[src/rtl/l1_request_sequencer_if.sv]
// ---------------------------------------------------------------------------
// l1_request_sequencer_if
//   Groups the trace-record input handshake and the L1-side cache operation
//   handshake used by l1_request_sequencer.
//
//   Trace input   : in_valid, in_ready, in_command, in_address
//   Cache op side : l1_op_valid, l1_op_ready, l1_command, l1_address,
//                   l1_done, l1_hit
//
//   modport master : the sequencer view (accepts trace records and issues
//                    operations to the cache)
//   modport slave  : the environment view (trace reader + L2 cache)
// ---------------------------------------------------------------------------
interface l1_request_sequencer_if #(
  parameter int COMMAND_SIZE = 8,
  parameter int ADDRESS_SIZE = 32
);
  logic                    in_valid;
  logic                    in_ready;
  logic [COMMAND_SIZE-1:0] in_command;
  logic [ADDRESS_SIZE-1:0] in_address;

  logic                    l1_op_valid;
  logic                    l1_op_ready;
  logic [COMMAND_SIZE-1:0] l1_command;
  logic [ADDRESS_SIZE-1:0] l1_address;
  logic                    l1_done;
  logic                    l1_hit;

  modport master (
    input  in_valid, in_command, in_address,
    output in_ready,
    output l1_op_valid, l1_command, l1_address,
    input  l1_op_ready, l1_done, l1_hit
  );

  modport slave (
    output in_valid, in_command, in_address,
    input  in_ready,
    input  l1_op_valid, l1_command, l1_address,
    output l1_op_ready, l1_done, l1_hit
  );
endinterface

[src/rtl/l1_request_sequencer.sv]
// ---------------------------------------------------------------------------
// l1_request_sequencer
//   Buffers parsed trace records in a small FIFO and issues them one at a
//   time to the L2 cache's L1-side operation interface, waiting for the
//   cache's completion pulse after each accepted operation. Handles the
//   control commands clear (8) and print (9) and keeps statistics.
//
//   Ports:
//     clk, reset      : clock, asynchronous active-high reset
//     bus (master)    : trace input handshake + cache operation handshake
//     print_stats     : one-cycle pulse when a print command is executed
//     busy            : FSM not idle or FIFO not empty (combinational)
//     timeout_err     : sticky, set when the cache never completes an op
//     read_count, write_count, hit_count, miss_count, drop_count :
//                       saturating 32-bit statistics
//
//   Build option: define L2_SEQ_STATS_EN to build the statistics counters.
//   Without it all five count outputs are tied to zero; clear still takes
//   its cycle and print still pulses.
// ---------------------------------------------------------------------------
module l1_request_sequencer #(
  parameter int COMMAND_SIZE   = 8,
  parameter int ADDRESS_SIZE   = 32,
  parameter int FIFO_DEPTH     = 8,
  parameter int TIMEOUT_CYCLES = 255
) (
  input  logic        clk,
  input  logic        reset,
  l1_request_sequencer_if.master bus,
  output logic        print_stats,
  output logic        busy,
  output logic        timeout_err,
  output logic [31:0] read_count,
  output logic [31:0] write_count,
  output logic [31:0] hit_count,
  output logic [31:0] miss_count,
  output logic [31:0] drop_count
);

  localparam int PTR_W = $clog2(FIFO_DEPTH);
  localparam int CNT_W = PTR_W + 1;
  localparam int TMO_W = $clog2(TIMEOUT_CYCLES + 1);

  localparam logic [COMMAND_SIZE-1:0] CMD_READ     = COMMAND_SIZE'(0);
  localparam logic [COMMAND_SIZE-1:0] CMD_WRITE    = COMMAND_SIZE'(1);
  localparam logic [COMMAND_SIZE-1:0] CMD_IFETCH   = COMMAND_SIZE'(2);
  localparam logic [COMMAND_SIZE-1:0] CMD_LAST_OP  = COMMAND_SIZE'(6);
  localparam logic [COMMAND_SIZE-1:0] CMD_CLEAR    = COMMAND_SIZE'(8);
  localparam logic [COMMAND_SIZE-1:0] CMD_PRINT    = COMMAND_SIZE'(9);

  typedef enum logic [2:0] {
    S_IDLE,
    S_ISSUE,
    S_WAIT,
    S_CLEAR,
    S_PRINT
  } state_t;

  // FIFO storage (data only, never reset) and control
  logic [COMMAND_SIZE-1:0] r_mem_cmd  [FIFO_DEPTH];
  logic [ADDRESS_SIZE-1:0] r_mem_addr [FIFO_DEPTH];
  logic [PTR_W-1:0]        r_wr_ptr;
  logic [PTR_W-1:0]        r_rd_ptr;
  logic [CNT_W-1:0]        r_count;

  // FSM and registered outputs
  state_t                  r_state;
  logic                    r_op_valid;
  logic [COMMAND_SIZE-1:0] r_cmd;
  logic [ADDRESS_SIZE-1:0] r_addr;
  logic                    r_print;
  logic                    r_tmo_err;
  logic [TMO_W-1:0]        r_tmo;

  logic                    w_full;
  logic                    w_empty;
  logic                    w_push;
  logic                    w_pop;
  logic [COMMAND_SIZE-1:0] w_head_cmd;
  logic [ADDRESS_SIZE-1:0] w_head_addr;
  logic                    w_is_op;
  logic                    w_is_clear;
  logic                    w_is_print;
  logic                    w_drop;
  logic                    w_done;

  assign w_full      = (r_count == CNT_W'(FIFO_DEPTH));
  assign w_empty     = (r_count == '0);
  assign w_push      = bus.in_valid && !w_full;
  // The FSM consumes the head whenever it is idle, including records that
  // turn out to be illegal and are simply discarded.
  assign w_pop       = (r_state == S_IDLE) && !w_empty;
  assign w_head_cmd  = r_mem_cmd[r_rd_ptr];
  assign w_head_addr = r_mem_addr[r_rd_ptr];
  assign w_is_op     = (w_head_cmd <= CMD_LAST_OP);
  assign w_is_clear  = (w_head_cmd == CMD_CLEAR);
  assign w_is_print  = (w_head_cmd == CMD_PRINT);
  assign w_drop      = w_pop && !w_is_op && !w_is_clear && !w_is_print;
  // Completions are only meaningful while an operation is outstanding.
  assign w_done      = (r_state == S_WAIT) && bus.l1_done;

  assign bus.in_ready    = !w_full;
  assign bus.l1_op_valid = r_op_valid;
  assign bus.l1_command  = r_cmd;
  assign bus.l1_address  = r_addr;
  assign print_stats     = r_print;
  assign timeout_err     = r_tmo_err;
  assign busy            = (r_state != S_IDLE) || !w_empty;

  always_ff @(posedge clk) begin
    if (w_push) begin
      r_mem_cmd[r_wr_ptr]  <= bus.in_command;
      r_mem_addr[r_wr_ptr] <= bus.in_address;
    end
  end

  // Power-of-two depth lets the pointers wrap by natural overflow.
  always_ff @(posedge clk or posedge reset) begin
    if (reset) begin
      r_wr_ptr <= '0;
      r_rd_ptr <= '0;
      r_count  <= '0;
    end else begin
      if (w_push) r_wr_ptr <= r_wr_ptr + PTR_W'(1);
      if (w_pop)  r_rd_ptr <= r_rd_ptr + PTR_W'(1);
      case ({w_push, w_pop})
        2'b10:   r_count <= r_count + CNT_W'(1);
        2'b01:   r_count <= r_count - CNT_W'(1);
        default: r_count <= r_count;
      endcase
    end
  end

  always_ff @(posedge clk or posedge reset) begin
    if (reset) begin
      r_state    <= S_IDLE;
      r_op_valid <= 1'b0;
      r_cmd      <= '0;
      r_addr     <= '0;
      r_print    <= 1'b0;
      r_tmo_err  <= 1'b0;
      r_tmo      <= '0;
    end else begin
      r_print <= 1'b0;
      case (r_state)
        S_IDLE: begin
          if (w_pop) begin
            if (w_is_op) begin
              r_state    <= S_ISSUE;
              r_op_valid <= 1'b1;
              r_cmd      <= w_head_cmd;
              r_addr     <= w_head_addr;
            end else if (w_is_clear) begin
              r_state <= S_CLEAR;
            end else if (w_is_print) begin
              r_state <= S_PRINT;
              r_print <= 1'b1;
            end
          end
        end
        S_ISSUE: begin
          if (bus.l1_op_ready) begin
            r_state    <= S_WAIT;
            r_op_valid <= 1'b0;
            r_tmo      <= '0;
          end
        end
        S_WAIT: begin
          if (bus.l1_done) begin
            r_state <= S_IDLE;
          end else if (r_tmo == TMO_W'(TIMEOUT_CYCLES - 1)) begin
            // This is the TIMEOUT_CYCLES-th cycle spent waiting: give up.
            r_state   <= S_IDLE;
            r_tmo_err <= 1'b1;
          end else begin
            r_tmo <= r_tmo + TMO_W'(1);
          end
        end
        S_CLEAR: r_state <= S_IDLE;
        S_PRINT: r_state <= S_IDLE;
        default: r_state <= S_IDLE;
      endcase
    end
  end

`ifdef L2_SEQ_STATS_EN
  function automatic logic [31:0] sat_inc(input logic [31:0] v);
    return (v == 32'hFFFF_FFFF) ? v : v + 32'd1;
  endfunction

  logic [31:0] r_read_cnt;
  logic [31:0] r_write_cnt;
  logic [31:0] r_hit_cnt;
  logic [31:0] r_miss_cnt;
  logic [31:0] r_drop_cnt;

  always_ff @(posedge clk or posedge reset) begin
    if (reset) begin
      r_read_cnt  <= '0;
      r_write_cnt <= '0;
      r_hit_cnt   <= '0;
      r_miss_cnt  <= '0;
      r_drop_cnt  <= '0;
    end else if (r_state == S_CLEAR) begin
      r_read_cnt  <= '0;
      r_write_cnt <= '0;
      r_hit_cnt   <= '0;
      r_miss_cnt  <= '0;
      r_drop_cnt  <= '0;
    end else begin
      if (w_drop) r_drop_cnt <= sat_inc(r_drop_cnt);
      if (w_done) begin
        // Snoop commands (3..6) only touch hit/miss.
        if (r_cmd == CMD_READ || r_cmd == CMD_IFETCH) r_read_cnt <= sat_inc(r_read_cnt);
        if (r_cmd == CMD_WRITE) r_write_cnt <= sat_inc(r_write_cnt);
        if (bus.l1_hit) r_hit_cnt  <= sat_inc(r_hit_cnt);
        else            r_miss_cnt <= sat_inc(r_miss_cnt);
      end
    end
  end

  assign read_count  = r_read_cnt;
  assign write_count = r_write_cnt;
  assign hit_count   = r_hit_cnt;
  assign miss_count  = r_miss_cnt;
  assign drop_count  = r_drop_cnt;
`else
  logic w_unused;
  assign w_unused    = &{1'b0, w_drop, w_done, bus.l1_hit};
  assign read_count  = '0;
  assign write_count = '0;
  assign hit_count   = '0;
  assign miss_count  = '0;
  assign drop_count  = '0;
`endif

endmodule
[src/flat_wrapper.sv]
// flat-port wrapper written by rule: the top's interface ports become plain ports
module l1_request_sequencer_flat 
#(
  parameter int COMMAND_SIZE   = 8,
  parameter int ADDRESS_SIZE   = 32,
  parameter int FIFO_DEPTH     = 8,
  parameter int TIMEOUT_CYCLES = 255
)
  (clk, reset, print_stats, busy, timeout_err, read_count, write_count, hit_count, miss_count, drop_count, bus_in_valid, bus_in_command, bus_in_address, bus_in_ready, bus_l1_op_valid, bus_l1_command, bus_l1_address, bus_l1_op_ready, bus_l1_done, bus_l1_hit);
  l1_request_sequencer_if #(.COMMAND_SIZE(COMMAND_SIZE), .ADDRESS_SIZE(ADDRESS_SIZE)) bus_i ();
  input  logic clk;
  input  logic reset;
  output logic print_stats;
  output logic busy;
  output logic timeout_err;
  output logic [31:0] read_count;
  output logic [31:0] write_count;
  output logic [31:0] hit_count;
  output logic [31:0] miss_count;
  output logic [31:0] drop_count;
  input wire logic [$bits(bus_i.in_valid)-1:0] bus_in_valid;
  input wire logic [$bits(bus_i.in_command)-1:0] bus_in_command;
  input wire logic [$bits(bus_i.in_address)-1:0] bus_in_address;
  output wire logic [$bits(bus_i.in_ready)-1:0] bus_in_ready;
  output wire logic [$bits(bus_i.l1_op_valid)-1:0] bus_l1_op_valid;
  output wire logic [$bits(bus_i.l1_command)-1:0] bus_l1_command;
  output wire logic [$bits(bus_i.l1_address)-1:0] bus_l1_address;
  input wire logic [$bits(bus_i.l1_op_ready)-1:0] bus_l1_op_ready;
  input wire logic [$bits(bus_i.l1_done)-1:0] bus_l1_done;
  input wire logic [$bits(bus_i.l1_hit)-1:0] bus_l1_hit;
  assign bus_i.in_valid = bus_in_valid;
  assign bus_i.in_command = bus_in_command;
  assign bus_i.in_address = bus_in_address;
  assign bus_in_ready = bus_i.in_ready;
  assign bus_l1_op_valid = bus_i.l1_op_valid;
  assign bus_l1_command = bus_i.l1_command;
  assign bus_l1_address = bus_i.l1_address;
  assign bus_i.l1_op_ready = bus_l1_op_ready;
  assign bus_i.l1_done = bus_l1_done;
  assign bus_i.l1_hit = bus_l1_hit;
  l1_request_sequencer #(.COMMAND_SIZE(COMMAND_SIZE), .ADDRESS_SIZE(ADDRESS_SIZE), .FIFO_DEPTH(FIFO_DEPTH), .TIMEOUT_CYCLES(TIMEOUT_CYCLES)) u_core (.clk(clk), .reset(reset), .bus(bus_i), .print_stats(print_stats), .busy(busy), .timeout_err(timeout_err), .read_count(read_count), .write_count(write_count), .hit_count(hit_count), .miss_count(miss_count), .drop_count(drop_count));
endmodule
[config.mk]
export PLATFORM = sky130hd
export DESIGN_NAME = l1_request_sequencer_flat
export DESIGN_NICKNAME = d
export VERILOG_FILES = /design/src/rtl/l1_request_sequencer_if.sv /design/src/rtl/l1_request_sequencer.sv /design/src/flat_wrapper.sv
export SDC_FILE = /design/constraint.sdc
export NUM_CORES = 1
export LEC_CHECK = 0
export CORE_MARGIN = 2
export CORE_UTILIZATION = 49
export DETAILED_ROUTE_END_ITERATION = 10
export HOLD_SLACK_MARGIN = 0.05
export PLACE_DENSITY_LB_ADDON = 0.15
export SYNTH_ARGS = -nofsm -noshare
export SYNTH_HDL_FRONTEND = slang
export SYNTH_SLANG_ARGS = --single-unit
[constraint.sdc]
create_clock -name clk -period 5.2 [get_ports clk]
set_input_delay 0.52 -clock clk [delete_from_list [all_inputs] [get_ports clk]]
set_output_delay 0.52 -clock clk [all_outputs]
set_load 0.05 [all_outputs]
After elaboration in Yosys (flattened, before gate mapping)
Memory sizes are Yosys's and may differ from the RTL's. A register that Yosys moved wholly into a read port is not among the register bits.
Index checks and enable logic that the tools add are counted.

storage, ports and cells
  memories kept = 2
  input bits = 46
  memory bits (writable) = 320
  register bits after elaboration = 32

memory list
  memory             depth  width  read ports  clocked after Yosys merged registers in  wr ports  line                        text
  u_core.r_mem_addr  8      32     1           1                                        1         l1_request_sequencer.sv:61  logic [ADDRESS_SIZE-1:0] r_mem_addr [FIFO_DEPTH];
  u_core.r_mem_cmd   8      8      1           0                                        1         l1_request_sequencer.sv:60  logic [COMMAND_SIZE-1:0] r_mem_cmd [FIFO_DEPTH];

operators by class
  $lt $le $gt $ge = 1
  $add $sub $neg = 5
  mux-type cells = 24
  equal/unequal tests = 15
  bitwise gates (word level) = 1
  reduce and logical (&&, ||, !) cells = 16

operators with widths
  cell                                                                              count
  8-bit two-way mux                                                                 3
  3-bit two-way mux                                                                 7
  8-bit by 4-bit == test with 1-bit output, second input constant                   2
  8-bit case mux with 2 select lines                                                1
  4-bit AND reduction                                                               3
  1-bit two-way mux                                                                 10
  3-bit case mux with 3 select lines                                                1
  8-bit by 1-bit adder with 8-bit output, second input constant                     1
  8-bit == test, second input constant                                              1
  8-bit by 3-bit less-or-equal comparator with 1-bit output, second input constant  1
  4-bit case mux with 2 select lines                                                1
  3-bit by 1-bit adder with 3-bit output, second input constant                     2
  2-bit inequality test, second input constant                                      3
  3-bit AND reduction                                                               2
  2-bit nonzero test                                                                3
  4-bit by 1-bit adder with 4-bit output, second input constant                     1
  4-bit == test, second input constant                                              1
  4-bit zero test                                                                   1
  2-bit by 1-bit inequality test with 1-bit output, second input constant           2
  4-bit by 1-bit inequality test with 1-bit output, second input constant           1
  4-bit by 1-bit subtractor with 4-bit output, second input constant                1
  3-bit by 1-bit == test with 1-bit output, second input constant                   1
  3-bit by 2-bit == test with 1-bit output, second input constant                   1
  3-bit zero test                                                                   1
  9 further kinds                                                                   11

Depth between registers and ports, before layout
An unclocked memory read counts as a cell.

  depth in word-level cells = 7
  mapped depth = 11
  depth with buffers taken out = 10

Worst setup path before layout
OpenSTA, ideal clock, no wires.

  kind = reg2reg
  start point = reg u_core.r_count[0]
  end point = mem u_core.r_mem_addr[0][0] (enable)
  period minus slack after synthesis = 4611 ps
  arrival time = 4124 ps
  slack = 589 ps
  library setup time = 487 ps
  stages on the path, launching flop included = 6
  buffers on the path = 0
  cell sequence = dfrtp_1 > nor3_1 > nand2_1 > nand2_1 > or2_2 > nor3_1

between the ends
  longest elaborated chain between the ends = 5

RTL lines
  what                                     line                         text
  start: declaration                       l1_request_sequencer.sv:64   logic [CNT_W-1:0] r_count;
  start signal: assignment                 l1_request_sequencer.sv:127  2'b10: r_count <= r_count + CNT_W'(1);
  start signal: assignment                 l1_request_sequencer.sv:128  2'b01: r_count <= r_count - CNT_W'(1);
  start signal: assignment                 l1_request_sequencer.sv:129  default: r_count <= r_count;
  4-bit == test                            l1_request_sequencer.sv:87   assign w_full = (r_count == CNT_W'(FIFO_DEPTH));
  1-bit zero test                          n/a
  net bus_in_ready                         flat_wrapper.sv:24           output wire logic [$bits(bus_i.in_ready)-1:0] bus_in_ready;
  1-bit logical AND                        l1_request_sequencer.sv:89   assign w_push = bus.in_valid && !w_full;
  1-bit two-way mux                        l1_request_sequencer.sv:111  if (w_push) begin
  1-bit two-way mux (implied by the code)  l1_request_sequencer.sv:113  r_mem_addr[r_wr_ptr] <= bus.in_address;
  end: declaration                         l1_request_sequencer.sv:61

The timed path passes the listed nets, and every way through them passes these cells.

Final worst setup path
  start point = reg u_core.r_rd_ptr[0]
  end point = reg u_core.r_addr[21], in the netlist u_core.bus.l1_address[21] (read register of u_core.r_mem_addr)

between the ends
  longest elaborated chain between the ends = 3

RTL lines
  what                                                       line                         text
  start: declaration                                         l1_request_sequencer.sv:63   logic [PTR_W-1:0] r_rd_ptr;
  start signal: assignment                                   l1_request_sequencer.sv:125  if (w_pop) r_rd_ptr <= r_rd_ptr + PTR_W'(1);
  memory read 8 x 8 bit                                      n/a
  8-bit by 3-bit less-or-equal comparator with 1-bit output  l1_request_sequencer.sv:95   assign w_is_op = (w_head_cmd <= CMD_LAST_OP);
  3-bit AND reduction (no source line)                       n/a
  end: declaration                                           l1_request_sequencer.sv:70   logic [ADDRESS_SIZE-1:0] r_addr;

Parallel ways exist; a longest one is shown, timed or not.
A chain may end at the register's enable or synchronous reset.

==> metrics <==
Least-Margin Pin Slew=0.9563 ns; kind of critical path=register to register; Die Ht=185.8 um; Synth Area in Compound Gates=0.007726; post-route setup TNS=0 ns; # Max-Cap Violations=0; clk slew on worst S/H paths=0.06 ns; ys async rst share=0.1667; gpl congestion=0.7490; Pins Over Slew Limit=0; sequential cell area fraction in the yosys report=0.6923; Syn Std Cell Area=0.01619 mm^2; vias in the first global route=7403; total power=0.01051 W; row cnt=66; Place WS=1.613 ns; worst stage delay on the critical path=0.88 ns; post-placement cell count=1370; Yosys Warn Count=0; Die Area=0.03452 mm^2; Tcrit/Tclk final=0.6743; CP Max Fanout=34; Synth Area in XOR/XNOR=0.007031; CTS sink cnt=384; Clock Path Buffers=3; Top delay family on crit path=multiplexers; TritonCTS clock tree=yes; cts hold-fix bufs=0; via count=7294; initial antenna violation count=3; most common cell after layout, fill and taps aside=edfxtp_1; Vias per Instance=5.034; cts repair resizes=0; GRT Overall Usage=0.1723; detailed placement HPWL=16.80 mm; area fraction in and, or, nand and nor cells after synthesis=0.02241; synth-to-layout area growth=13.13%; Die Width=185.8 um; Pleak=6.600 nW; DR WL/cell=19.78 um; post-synthesis register bit count=384; GR Overflow Total=0; first-pass GRT wire length=44.04 mm; Worst Hold Class=primary input to asynchronous set/reset pin; fin crit period=3.506 ns; Adder-Cell Fraction of Synth Area=0.006645; critical path, cell by cell=mux4_1 -> mux2i_1 -> or3b_1 -> and3_4 -> and2_4 -> buf_4 -> mux2_4; postcts setup bufs=0; final setup fails=0; Mean Syn Cell Area=19.01 um^2; core area=0.03254 mm^2; Final Hold Fails=0; Unique masters post-synth=46; EDFF count, synth=320; status=finished, final reports clean; largest net degree at the start of global routing=61; drt initial violations=357; # nets final=1025; Mapped Cells=852; CP Capture Type=register; fin worst setup slack=1.694 ns; Crit-path slowest cell=dfrtp_4; Peak VDD IR=0.3257 mV; mux share of post-synthesis cell area=0.1733; DRC errors left=0; max_slew headroom=0.3625; top_reg_cell synth=edfxtp_1; Buf/Inv on CP=1; initial cell density of the core=0.4977; commonest non-fill, non-tap cells in the layout=320 x edfxtp_1, 160 x conb_1, 89 x clkdlybuf4s50_1; share of cells above drive strength 1=0.2333; I/O pins=251; final antenna-violating net count=0; CP arrival=3.92 ns; PD cells=573.8 mW/mm^2; H-tree depth=2; Placement Cell Area=0.01700 mm^2; latest clock arrival within the worst-skew pair=0.53 ns; port bufs=89; Max Clock Skew=0.01330 ns; fmax=0.2852 GHz; Root Buffer Master=clkbuf_16; RSZ-0062 raised after global routing=false; iteration count of the initial detailed-routing pass=4; fillcell total=2485; cell area after layout=0.01832 mm^2; Worst EP required=5.61 ns; Non-Filler Instances=1449; total CTS buffers=41; crit path launch type=register; WL final=28.66 mm; largest family of logic cells by synthesized area=multiplexers
stage by stage:
stage	hold slack, ns	utilization
final	0.3774	0.5631
after detailed placement	0.4749	0.5224
after global routing	0.4323	0.5628
after global placement	0.4667	0.5224
after CTS	0.3799	0.5628
after floorplan	0.4544	-
final cells by class:
cell class	instances	area [um^2]	area share
flip-flops and latches	384	11220	0.6124
multi-input cells	429	4172	0.2277
clock buffers	54	1106	0.06037
repair buffers	106	1018	0.05559
well taps	442	553.0	0.03019
clock inverters	21	206.4	0.01127
inverters	9	35.03	0.001912
diodes	4	10.01	0.0005464
synthesized netlist by cell type, drive strengths merged (2+ instances only):
| master | n | share of area |
|---|---|---|
| or2 | 2 | 0.00077 |
| a21oi | 4 | 0.0012 |
| o21ai | 5 | 0.0015 |
| inv | 9 | 0.0021 |
| mux4 | 80 | 0.11 |
| a22o | 2 | 0.0011 |
| nor2 | 20 | 0.0046 |
| nand3 | 4 | 0.0012 |
| ha | 7 | 0.0054 |
| nor3 | 5 | 0.0015 |
| nand2b | 3 | 0.0012 |
| a21o | 2 | 0.00093 |
| mux2i | 10 | 0.0062 |
| clkbuf | 13 | 0.0030 |
| buf | 176 | 0.085 |
| xor2 | 8 | 0.0043 |
| xnor2 | 5 | 0.0027 |
| nor3b | 2 | 0.00093 |
| nor2b | 5 | 0.0019 |
| nand4 | 6 | 0.0023 |
| and3 | 5 | 0.0022 |
| edfxtp | 320 | 0.59 |
| nand2 | 13 | 0.0030 |
| dfrtp | 64 | 0.099 |
| mux2 | 69 | 0.055 |
where the power goes:
part / internal (W) / switching, W
logic: 0.00151 / 0.00189
registers: 0.00393 / 0.000376
clock network: 0.00166 / 0.00115
worst paths after layout:
check,to,depth (start not counted),from,slack [ns]
hold reg to reg,u_core.timeout_err,1,u_core.timeout_err,0.48
max in group asynchronous,u_core.r_rd_ptr[1],3,reset,3.90
hold / removal,u_core.bus.l1_address[30],2,reset,0.38
min in group clk,u_core.timeout_err,1,u_core.timeout_err,0.48
setup / recovery,u_core.bus.l1_address[21],7,u_core.r_rd_ptr[0],1.69
setup reg to reg,u_core.bus.l1_address[21],7,u_core.r_rd_ptr[0],1.69
layer usage:
| layer | routed length (um) | global-route usage | part of all wire | vias up |
|---|---|---|---|---|
| met4 | 395 | 0.04220 | 0.014 | 2 |
| li1 | - | - | - | 3225 |
| met5 | 13 | 0 | 0.00045 | - |
| met3 | 1842 | 0.03698 | 0.064 | 39 |
| met1 | 12680 | 0.2412 | 0.44 | 3776 |
| met2 | 13730 | 0.2782 | 0.48 | 252 |
registers in the layout (all words and copies together) (netlist names):
register                count
u_core.r_mem_addr         256
u_core.r_mem_cmd           64
u_core.bus.l1_address      32
u_core.bus.l1_command       8
u_core.r_tmo                8
u_core.r_count              4
u_core.r_rd_ptr             3
u_core.r_state              3
u_core.r_wr_ptr             3
u_core.bus.l1_op_valid      1
u_core.print_stats          1
u_core.timeout_err          1
cells by family after synthesis:
family          count (synthesis)
buf+inv                       198
simple gates                   70
xor+xnor                       13
mux                           159
flops                         384
fa+ha+maj                       8
compound gates                 19
other cells                     1
Power figures use the tool's default switching activity.
